`src/rtl/fsb_arbiter_if.sv`:
```
// Signal bundle linking the two Wishbone masters, the system controller config and the FSB pads.
// The slave modport is the arbiter's view; master is the view of everything around it.
interface fsb_arbiter_if #(
  parameter int ADDR_W = 24
);
  logic              SYNC_MODE;
  logic [6:0]        ASYNC_WAITCYCLE;

  logic [ADDR_W-1:0] M0_ADRi;
  logic [ADDR_W-1:0] M1_ADRi;
  logic [7:0]        M0_DATi;
  logic [7:0]        M1_DATi;
  logic [7:0]        M0_DATo;
  logic [7:0]        M1_DATo;
  logic              M0_WEi, M0_CYCi, M0_STBi, M0_ACKo;
  logic              M1_WEi, M1_CYCi, M1_STBi, M1_ACKo;

  logic [ADDR_W-1:0] FSB_ADRo;
  logic [7:0]        FSB_DATo;
  logic [7:0]        FSB_DATi;
  logic              FSB_WEo, FSB_CYCo, FSB_STBo, FSB_ACKi;

  logic              TIMEOUT_o;
  logic              TIMEOUT_CLRi;

  modport slave (
    input  SYNC_MODE, ASYNC_WAITCYCLE,
    input  M0_ADRi, M1_ADRi, M0_DATi, M1_DATi,
    input  M0_WEi, M0_CYCi, M0_STBi, M1_WEi, M1_CYCi, M1_STBi,
    output M0_DATo, M1_DATo, M0_ACKo, M1_ACKo,
    output FSB_ADRo, FSB_DATo, FSB_WEo, FSB_CYCo, FSB_STBo,
    input  FSB_DATi, FSB_ACKi,
    output TIMEOUT_o,
    input  TIMEOUT_CLRi
  );

  modport master (
    output SYNC_MODE, ASYNC_WAITCYCLE,
    output M0_ADRi, M1_ADRi, M0_DATi, M1_DATi,
    output M0_WEi, M0_CYCi, M0_STBi, M1_WEi, M1_CYCi, M1_STBi,
    input  M0_DATo, M1_DATo, M0_ACKo, M1_ACKo,
    input  FSB_ADRo, FSB_DATo, FSB_WEo, FSB_CYCo, FSB_STBo,
    output FSB_DATi, FSB_ACKi,
    input  TIMEOUT_o,
    output TIMEOUT_CLRi
  );
endinterface

```
`src/rtl/fsb_arbiter.sv`:
```
// Round-robin FSB arbiter for two 8-bit Wishbone masters, sync (ACK) or async (wait count) accesses.
// Define FSB_TIMEOUT_EN to abort sync accesses after 256 unacknowledged cycles.
module fsb_arbiter #(
  parameter int ADDR_W = 24
) (
  input logic         clk,
  input logic         rst,
  fsb_arbiter_if.slave bus
);

  localparam logic [1:0] IDLE   = 2'd0;
  localparam logic [1:0] ACCESS = 2'd1;
  localparam logic [1:0] DONE   = 2'd2;

  logic [1:0]        state;
  logic              last_m1;
  logic              grant_m1;
  logic              mode_sync;
  logic [6:0]        wait_cnt;
  logic [7:0]        rdata;
  logic              req0, req1, win1;
  logic [ADDR_W-1:0] win_adr;
  logic              timed_out;
  logic              finish;

  assign req0    = bus.M0_CYCi & bus.M0_STBi;
  assign req1    = bus.M1_CYCi & bus.M1_STBi;
  // On a tie the master that was not granted last takes the bus.
  assign win1    = req1 & (~req0 | ~last_m1);
  assign win_adr = win1 ? bus.M1_ADRi : bus.M0_ADRi;
  assign finish  = mode_sync ? (bus.FSB_ACKi | timed_out) : (wait_cnt == 7'd0);

  assign bus.M0_DATo = rdata;
  assign bus.M1_DATo = rdata;

`ifdef FSB_TIMEOUT_EN
  logic [7:0] to_cnt;
  logic       timeout_q;

  assign timed_out     = mode_sync & ~bus.FSB_ACKi & (to_cnt == 8'hFF);
  assign bus.TIMEOUT_o = timeout_q;

  always_ff @(posedge clk) begin
    if (rst) begin
      to_cnt    <= 8'd0;
      timeout_q <= 1'b0;
    end else begin
      to_cnt <= (state == ACCESS) ? to_cnt + 8'd1 : 8'd0;
      if (bus.TIMEOUT_CLRi)
        timeout_q <= 1'b0;
      else if (state == ACCESS && timed_out)
        timeout_q <= 1'b1;
    end
  end
`else
  logic unused_clr;

  assign timed_out     = 1'b0;
  assign bus.TIMEOUT_o = 1'b0;
  assign unused_clr    = bus.TIMEOUT_CLRi;
`endif

  always_ff @(posedge clk) begin
    if (rst) begin
      state        <= IDLE;
      last_m1      <= 1'b1;
      grant_m1     <= 1'b0;
      mode_sync    <= 1'b0;
      wait_cnt     <= 7'd0;
      rdata        <= 8'h00;
      bus.FSB_ADRo <= '0;
      bus.FSB_DATo <= 8'h00;
      bus.FSB_WEo  <= 1'b0;
      bus.FSB_CYCo <= 1'b0;
      bus.FSB_STBo <= 1'b0;
      bus.M0_ACKo  <= 1'b0;
      bus.M1_ACKo  <= 1'b0;
    end else begin
      case (state)
        IDLE: begin
          bus.M0_ACKo <= 1'b0;
          bus.M1_ACKo <= 1'b0;
          if (req0 | req1) begin
            grant_m1     <= win1;
            bus.FSB_ADRo <= win_adr;
            bus.FSB_DATo <= win1 ? bus.M1_DATi : bus.M0_DATi;
            bus.FSB_WEo  <= win1 ? bus.M1_WEi : bus.M0_WEi;
            bus.FSB_CYCo <= 1'b1;
            bus.FSB_STBo <= 1'b1;
            mode_sync    <= bus.SYNC_MODE;
            wait_cnt     <= bus.ASYNC_WAITCYCLE;
            state        <= ACCESS;
          end
        end
        ACCESS: begin
          if (finish) begin
            rdata        <= timed_out ? 8'hFF : bus.FSB_DATi;
            bus.FSB_WEo  <= 1'b0;
            bus.FSB_CYCo <= 1'b0;
            bus.FSB_STBo <= 1'b0;
            bus.M0_ACKo  <= ~grant_m1;
            bus.M1_ACKo  <= grant_m1;
            state        <= DONE;
          end else begin
            wait_cnt <= wait_cnt - 7'd1;
          end
        end
        DONE: begin
          bus.M0_ACKo <= 1'b0;
          bus.M1_ACKo <= 1'b0;
          last_m1     <= grant_m1;
          state       <= IDLE;
        end
        default: state <= IDLE;
      endcase
    end
  end

endmodule

```
`src/flat_wrapper.sv`:
```
// flat-port wrapper written by rule: the top's interface ports become plain ports
module fsb_arbiter_flat 
#(
  parameter int ADDR_W = 24
)
  (clk, rst, bus_SYNC_MODE, bus_ASYNC_WAITCYCLE, bus_M0_ADRi, bus_M1_ADRi, bus_M0_DATi, bus_M1_DATi, bus_M0_WEi, bus_M0_CYCi, bus_M0_STBi, bus_M1_WEi, bus_M1_CYCi, bus_M1_STBi, bus_M0_DATo, bus_M1_DATo, bus_M0_ACKo, bus_M1_ACKo, bus_FSB_ADRo, bus_FSB_DATo, bus_FSB_WEo, bus_FSB_CYCo, bus_FSB_STBo, bus_FSB_DATi, bus_FSB_ACKi, bus_TIMEOUT_o, bus_TIMEOUT_CLRi);
  fsb_arbiter_if #(.ADDR_W(ADDR_W)) bus_i ();
  input logic clk;
  input logic rst;
  input wire logic [$bits(bus_i.SYNC_MODE)-1:0] bus_SYNC_MODE;
  input wire logic [$bits(bus_i.ASYNC_WAITCYCLE)-1:0] bus_ASYNC_WAITCYCLE;
  input wire logic [$bits(bus_i.M0_ADRi)-1:0] bus_M0_ADRi;
  input wire logic [$bits(bus_i.M1_ADRi)-1:0] bus_M1_ADRi;
  input wire logic [$bits(bus_i.M0_DATi)-1:0] bus_M0_DATi;
  input wire logic [$bits(bus_i.M1_DATi)-1:0] bus_M1_DATi;
  input wire logic [$bits(bus_i.M0_WEi)-1:0] bus_M0_WEi;
  input wire logic [$bits(bus_i.M0_CYCi)-1:0] bus_M0_CYCi;
  input wire logic [$bits(bus_i.M0_STBi)-1:0] bus_M0_STBi;
  input wire logic [$bits(bus_i.M1_WEi)-1:0] bus_M1_WEi;
  input wire logic [$bits(bus_i.M1_CYCi)-1:0] bus_M1_CYCi;
  input wire logic [$bits(bus_i.M1_STBi)-1:0] bus_M1_STBi;
  output wire logic [$bits(bus_i.M0_DATo)-1:0] bus_M0_DATo;
  output wire logic [$bits(bus_i.M1_DATo)-1:0] bus_M1_DATo;
  output wire logic [$bits(bus_i.M0_ACKo)-1:0] bus_M0_ACKo;
  output wire logic [$bits(bus_i.M1_ACKo)-1:0] bus_M1_ACKo;
  output wire logic [$bits(bus_i.FSB_ADRo)-1:0] bus_FSB_ADRo;
  output wire logic [$bits(bus_i.FSB_DATo)-1:0] bus_FSB_DATo;
  output wire logic [$bits(bus_i.FSB_WEo)-1:0] bus_FSB_WEo;
  output wire logic [$bits(bus_i.FSB_CYCo)-1:0] bus_FSB_CYCo;
  output wire logic [$bits(bus_i.FSB_STBo)-1:0] bus_FSB_STBo;
  input wire logic [$bits(bus_i.FSB_DATi)-1:0] bus_FSB_DATi;
  input wire logic [$bits(bus_i.FSB_ACKi)-1:0] bus_FSB_ACKi;
  output wire logic [$bits(bus_i.TIMEOUT_o)-1:0] bus_TIMEOUT_o;
  input wire logic [$bits(bus_i.TIMEOUT_CLRi)-1:0] bus_TIMEOUT_CLRi;
  assign bus_i.SYNC_MODE = bus_SYNC_MODE;
  assign bus_i.ASYNC_WAITCYCLE = bus_ASYNC_WAITCYCLE;
  assign bus_i.M0_ADRi = bus_M0_ADRi;
  assign bus_i.M1_ADRi = bus_M1_ADRi;
  assign bus_i.M0_DATi = bus_M0_DATi;
  assign bus_i.M1_DATi = bus_M1_DATi;
  assign bus_i.M0_WEi = bus_M0_WEi;
  assign bus_i.M0_CYCi = bus_M0_CYCi;
  assign bus_i.M0_STBi = bus_M0_STBi;
  assign bus_i.M1_WEi = bus_M1_WEi;
  assign bus_i.M1_CYCi = bus_M1_CYCi;
  assign bus_i.M1_STBi = bus_M1_STBi;
  assign bus_M0_DATo = bus_i.M0_DATo;
  assign bus_M1_DATo = bus_i.M1_DATo;
  assign bus_M0_ACKo = bus_i.M0_ACKo;
  assign bus_M1_ACKo = bus_i.M1_ACKo;
  assign bus_FSB_ADRo = bus_i.FSB_ADRo;
  assign bus_FSB_DATo = bus_i.FSB_DATo;
  assign bus_FSB_WEo = bus_i.FSB_WEo;
  assign bus_FSB_CYCo = bus_i.FSB_CYCo;
  assign bus_FSB_STBo = bus_i.FSB_STBo;
  assign bus_i.FSB_DATi = bus_FSB_DATi;
  assign bus_i.FSB_ACKi = bus_FSB_ACKi;
  assign bus_TIMEOUT_o = bus_i.TIMEOUT_o;
  assign bus_i.TIMEOUT_CLRi = bus_TIMEOUT_CLRi;
  fsb_arbiter #(.ADDR_W(ADDR_W)) u_core (.clk(clk), .rst(rst), .bus(bus_i));
endmodule
```
`config.mk`:
```
export PLATFORM = sky130hd
export DESIGN_NAME = fsb_arbiter_flat
export DESIGN_NICKNAME = d
export VERILOG_FILES = /design/src/rtl/fsb_arbiter_if.sv /design/src/rtl/fsb_arbiter.sv /design/src/flat_wrapper.sv
export SDC_FILE = /design/constraint.sdc
export NUM_CORES = 1
export LEC_CHECK = 0
export CORE_ASPECT_RATIO = 0.8
export CORE_MARGIN = 5
export CORE_UTILIZATION = 35
export DETAILED_ROUTE_END_ITERATION = 7
export GPL_TIMING_DRIVEN = 0
export PLACE_DENSITY = 0.78
export SYNTH_ARGS = -nofsm -noshare
export SYNTH_HDL_FRONTEND = slang
export SYNTH_SLANG_ARGS = --single-unit
```
`constraint.sdc`:
```
create_clock -name clk -period 2 [get_ports clk]
set_clock_uncertainty 0.1 [all_clocks]
set_input_delay 0.4 -clock clk [delete_from_list [all_inputs] [get_ports clk]]
set_output_delay 0.4 -clock clk [all_outputs]
set_load 0.05 [all_outputs]
```
After elaboration in Yosys (flattened, before gate mapping)

Cells that the tools add are included.

Add/subtract/negate cells: 1
Equality and inequality tests: 5
Multiplexer cells: 19
Bitwise gates (word level): 8
Reductions and logical operators: 11

Operators by type and width:

| operator                                                                | count |
|---|---|
| 24-bit 2-to-1 mux                                                       | 1 |
| 7-bit 2-to-1 mux                                                        | 2 |
| 7-bit one-hot mux with 2 select lines                                   | 1 |
| 8-bit 2-to-1 mux                                                        | 1 |
| 1-bit one-hot mux with 2 select lines                                   | 4 |
| 2-bit AND reduction                                                     | 4 |
| 7-bit zero test                                                         | 1 |
| 1-bit 2-to-1 mux                                                        | 7 |
| 7-bit by 1-bit subtractor with 7-bit output, second input constant      | 1 |
| 3-bit AND reduction                                                     | 2 |
| 2-bit 2-to-1 mux                                                        | 2 |
| 2-bit by 1-bit inequality test with 1-bit output, second input constant | 2 |
| 2-bit one-hot mux with 2 select lines                                   | 1 |
| 2-bit nonzero test                                                      | 2 |
| 1-bit AND                                                               | 3 |
| 1-bit inverter                                                          | 3 |
| 2-bit by 1-bit == test with 1-bit output, second input constant         | 1 |
| 2-bit == test, second input constant                                    | 1 |
| 2-bit zero test                                                         | 1 |
| 2-bit inequality test, second input constant                            | 1 |
| 1-bit OR                                                                | 2 |
| 2-bit OR reduction                                                      | 1 |

Bits in registers: 56
Output and inout bits: 54
Logic and storage cells: 56

Depth between registers and ports, before layout

Depth after elaboration: 7
Gate-level depth with buffers: 7

Least setup slack after synthesis

Ideal clock, no wire load.

Path kind: reg2reg
From: register u_core.wait_cnt[0]
To: register u_core.wait_cnt[3]
Setup time: 0.118 ns
Arrival: 1.681 ns
Setup slack: 0.101 ns
Stages on the path, launching flop included: 8
Period minus slack after synthesis: 1.899 ns
Cells stage by stage: dfxtp_1 inv_1 ha_1 or4b_4 o211ai_2 buf_6 a221o_1 o21ai_1

Cells in the longest elaborated chain, start to end: 4
Elaborated cells between the ends (all ways): 7
Those cells by class: add/sub: 1; eq/ne: 1; mux: 3; reduce/logical: 2

Ends and longest elaborated chain:

| what                                                                                | line               | source |
|---|---|---|
| from (decl)                                                                         | fsb_arbiter.sv:19  | `logic [6:0] wait_cnt;` |
| from (signal assigned)                                                              | fsb_arbiter.sv:91  | `wait_cnt <= bus.ASYNC_WAITCYCLE;` |
| from (signal assigned)                                                              | fsb_arbiter.sv:105 | `wait_cnt <= wait_cnt - 7'd1;` |
| branches (longest 4 deep; another with 7-bit by 1-bit subtractor with 7-bit output) | n/a                |  |

Parallel ways; which one is timed is not known. The select of a mux whose other input is x is not followed.
A chain may end at the register's enable or synchronous reset.

Worst setup path after layout

From: register u_core.wait_cnt[1]
To: register u_core.bus.M0_ACKo

Cells in the longest elaborated chain, start to end: 4

Ends and longest elaborated chain:

| what                                                       | line                 | source |
|---|---|---|
| 7-bit zero test                                            | fsb_arbiter.sv:31    | `assign finish = mode_sync ? (bus.FSB_ACKi \| timed_out) : (wait_cnt == 7'd0);` |
| 1-bit 2-to-1 mux                                           | fsb_arbiter.sv:31    |  |
| 2-bit by 1-bit inequality test with 1-bit output (no line) | n/a                  |  |
| 2-bit AND reduction (no line)                              | n/a                  |  |
| to (signal assigned)                                       | fsb_arbiter.sv:101   | `bus.M0_ACKo <= ~grant_m1;` |
| to (decl)                                                  | fsb_arbiter_if.sv:30 | `output M0_DATo, M1_DATo, M0_ACKo, M1_ACKo,` |

No other way between the ends.

==> results by group <==
Placement
  – GP Congestion: 0.867
  – Post-Place Setup Slack: -846 ps
  – Placed cells: 548
  – Placement Cell Area: 0.00420 mm²
  – IO buf count: 141
  – HPWL after DPL: 6860 µm

Logic synthesis
  – Fraction of registers with async set/reset: 0%
  – Most area-consuming cells after synthesis: dfxtp_1 (42%), mux2i_1 (12%), a211oi_1 (9.3%), nor2_1 (5.2%), a21oi_1 (4.7%)
  – Adder-cell area share of the yosys netlist: 0.471%
  – Compound-Gate Fraction of Synth Area: 22.7%
  – Yosys warns: 0
  – Sequential area share after synthesis: 42.2%
  – Count of cell types in the netlist: 36
  – Largest family of logic cells by synthesized area: compound AO/OA/AOI/OAI gates
  – Post-synth top cells: dfxtp_1 (56), nor2_1 (37), a211oi_1 (33), mux2i_1 (32), a21oi_1 (25)
  – EDFF count, synth: 0
  – Yosys top cell by area: dfxtp_1
  – Post-Synth XOR/XNOR Area: 0%
  – FF+latch count, synth: 56
  – Multiplexer share of the synthesized area: 12.1%
  – Yosys top cell area share: 42.2%
  – Most frequent cell after synthesis: dfxtp_1
  – Syn Std Cell Area: 0.00266 mm²
  – Syn nets: 393
  – Ys flop type: dfxtp_1
  – Post-synthesis simple-gate area fraction: 15.2%
  – Syn avg cell area: 8.80 µm²
  – Gate Count Post-Synth: 302

Critical path
  – Critical path data required time: 2150 ps
  – Startpoint Class: register
  – Setup CP Type: reg2reg
  – Crit-path max cell delay: 520 ps
  – Critical path endpoint category: register
  – Critical path arrival: 2110 ps
  – CP Depth: 6
  – Crit Path Max Fanout: 5
  – R2r setup slk: 40 ps
  – CP Buf/Inv Count: 1
  – R2r worst-path depth: 6
  – Worst path slowest cell: or4b_4
  – Crit path cell chain: inv_4, ha_4, or4b_4, o21a_4, or3_1, a21oi_1
  – Crit-path leading delay family: simple AND/OR/NAND/NOR gates

Floorplanning
  – Die ar.: 0.00944 mm²
  – Row cnt: 28
  – Core area: 0.00739 mm²
  – Die height: 87.9 µm
  – Initial Util: 35.9%
  – Chip Width: 107 µm
  – IO Count: 144

Finish
  – Nets: 548
  – # fillers: 669
  – Diode count: 0
  – Final instance area: 0.00445 mm²
  – Share of layout cells above drive strength 1: 12.7%
  – Non-Filler Instances: 563
  – Syn-to-layout area delta: 67.4%

STA
  – Final worst slack: 44.0 ps
  – F_max: 511 MHz
  – RSZ-0062 raised after global routing: true
  – Final Setup Violations: 0
  – Slew of the pin with the lowest slew margin: 638 ps
  – Final Hold Vio Count: 0
  – Max-slew violation count: 0
  – Fin crit period: 1960 ps
  – Slew HR: 57.1%
  – Final worst-path cycle share: 97.8%

Clock network
  – Number of CTS-inserted buffers: 5
  – Clock latency at the later pin of the worst-skew pair: 320 ps
  – H-tree depth: 2
  – TritonCTS clock tree: built
  – Root Driver: clkbuf_8
  – CTS clk-pin slew, worst paths: 100 ps
  – Clk buf depth: 2
  – Number of clock sinks: 56
  – Hold Buf Count CTS: 0

Detailed routing
  – Via Count: 2,830
  – DRC violations left: 0
  – Drt wl/cell: 15.9 µm
  – 1st-pass router iterations: 4
  – Post-route ant nets: 0
  – DRT iter0 DRCs: 47
  – Drt total wl: 8950 µm
  – Vias/cell: 5.03

Min path
  – Hold Path Cell Cnt: 2
  – Hold Crit Class: reg2reg

Power
  – Leak: 2.01 nW
  – VDD IR max: 404 µV
  – Pwr/cell area: 839 mW/mm²

Global route
  – Pin count of the biggest net entering global routing: 19
  – Vias in the first global route: 2,860
  – Gr ovfl total: 0
  – Global-route wire length before repair: 13,700 µm
  – Initial antenna violation count: 0
  – Total GRT Usage: 18.1%

Outcome
  – Status: finished clean

Flow run
  – Max_cap viols: 0
[layout by cell type, fill, tap and decap left out, types with 3 or more instances in the layout]
| master | Yosys | final |
|---|---|---|
| a211o_1 | 4 | 4 |
| a211oi_1 | 33 | 32 |
| a21oi_1 | 25 | 24 |
| a221o_1 | 4 | 4 |
| buf_2 | 6 | 3 |
| buf_4 | 10 | 19 |
| clkbuf_1 | 17 | 9 |
| clkbuf_2 | 1 | 7 |
| clkbuf_8 | 0 | 5 |
| clkdlybuf4s50_1 | 0 | 88 |
| dfxtp_1 | 56 | 54 |
| dlygate4sd2_1 | 0 | 36 |
| dlymetal6s2s_1 | 0 | 17 |
| mux2i_1 | 32 | 32 |
| nand2_1 | 11 | 11 |
| nand2b_1 | 6 | 6 |
| nand3_1 | 17 | 16 |
| nor2_1 | 37 | 37 |
| nor2b_1 | 3 | 3 |
| nor3_1 | 3 | 3 |
| o211ai_1 | 3 | 3 |
| o21ai_1 | 13 | 10 |
| o21ai_2 | 1 | 3 |
[report_power, final]
group / switching, mW / leakage [nW] / internal (mW) / total, mW
logic: 1.03 / 1.50 / 0.669 / 1.70
clock network: 0.411 / 0.0445 / 0.250 / 0.661
registers: 0.107 / 0.462 / 1.26 / 1.37
total: 1.55 / 2.01 / 2.18 / 3.73
[flip-flops by register name (all words and copies together), names as in the netlist]
| signal | count |
|---|---|
| u_core.bus.FSB_CYCo | 1 |
| u_core.bus.M0_DATo | 8 |
| u_core.bus.FSB_WEo | 1 |
| u_core.mode_sync | 1 |
| u_core.bus.M1_ACKo | 1 |
| u_core.wait_cnt | 7 |
| u_core.bus.FSB_DATo | 8 |
| u_core.bus.FSB_ADRo | 24 |
| u_core.state | 2 |
| u_core.last_m1 | 1 |
| u_core.bus.M0_ACKo | 1 |
| u_core.grant_m1 | 1 |
[cell families (layout without fill, tap and decap cells)]
kind of cell               after synthesis  count (layout)
AOI/OAI and AO/OA                       90              90
adders and majority gates                1               1
buffers and inverters                   37             193
DFF                                     56              56
muxes                                   32              32
other                                    1               1
and+or+nand+nor                         85              85
[per-layer routing]
layer	track usage [%]	routed length [µm]	part of all wire (%)
met5	0	0	0
met1	20.7	3620	40
met4	4.82	124	1.4
met3	9.73	1090	12
met2	29.9	4120	46
[worst min-delay path: stages (launching register included)]
cell and delay, ps:
dfxtp_1 330, nand2b_1 70, o21ai_1 50
[layout make-up]
type                            count  area (µm²)  share of cell area [%]
Timing Repair Buffer              148        1460                    32.9
Multi-Input combinational cell    209        1410                    31.7
Sequential cell                    56        1130                    25.4
Buffer                             35         211                    4.76
Tap cell                          105         131                    2.95
Clock buffer                        5        68.8                    1.55
Clock inverter                      3        21.3                   0.478
Inverter                            2        12.5                   0.281
[final timing paths]
check / startpoint / end
hold / removal: u_core.wait_cnt[5] / u_core.wait_cnt[5]
hold reg to reg: u_core.wait_cnt[5] / u_core.wait_cnt[5]
setup reg to reg: u_core.wait_cnt[1] / u_core.bus.M0_ACKo
setup / recovery: u_core.wait_cnt[1] / u_core.bus.M0_ACKo
[through the flow]
| step | setup TNS [ps] | hold WS, ps | util (%) | total power, mW |
|---|---|---|---|---|
| floorplan | 0 | 345 | - | 2.40 |
| global placement | -27400 | 369 | 56.8 | 2.98 |
| detailed placement | -28800 | 377 | 56.8 | 3.00 |
| CTS | 0 | 392 | 58.1 | 3.64 |
| global route | -19.2 | 417 | 60.2 | 3.92 |
| finish | 0 | 384 | 60.2 | 3.73 |
[what timing repair did]
action	in CTS	in global routing
endpoints found under the setup margin	87	65
gates resized for setup	46	50
pin swaps	2	4
setup buffers	2	4
gates cloned	0	1
(Power assumes the default switching activity.)
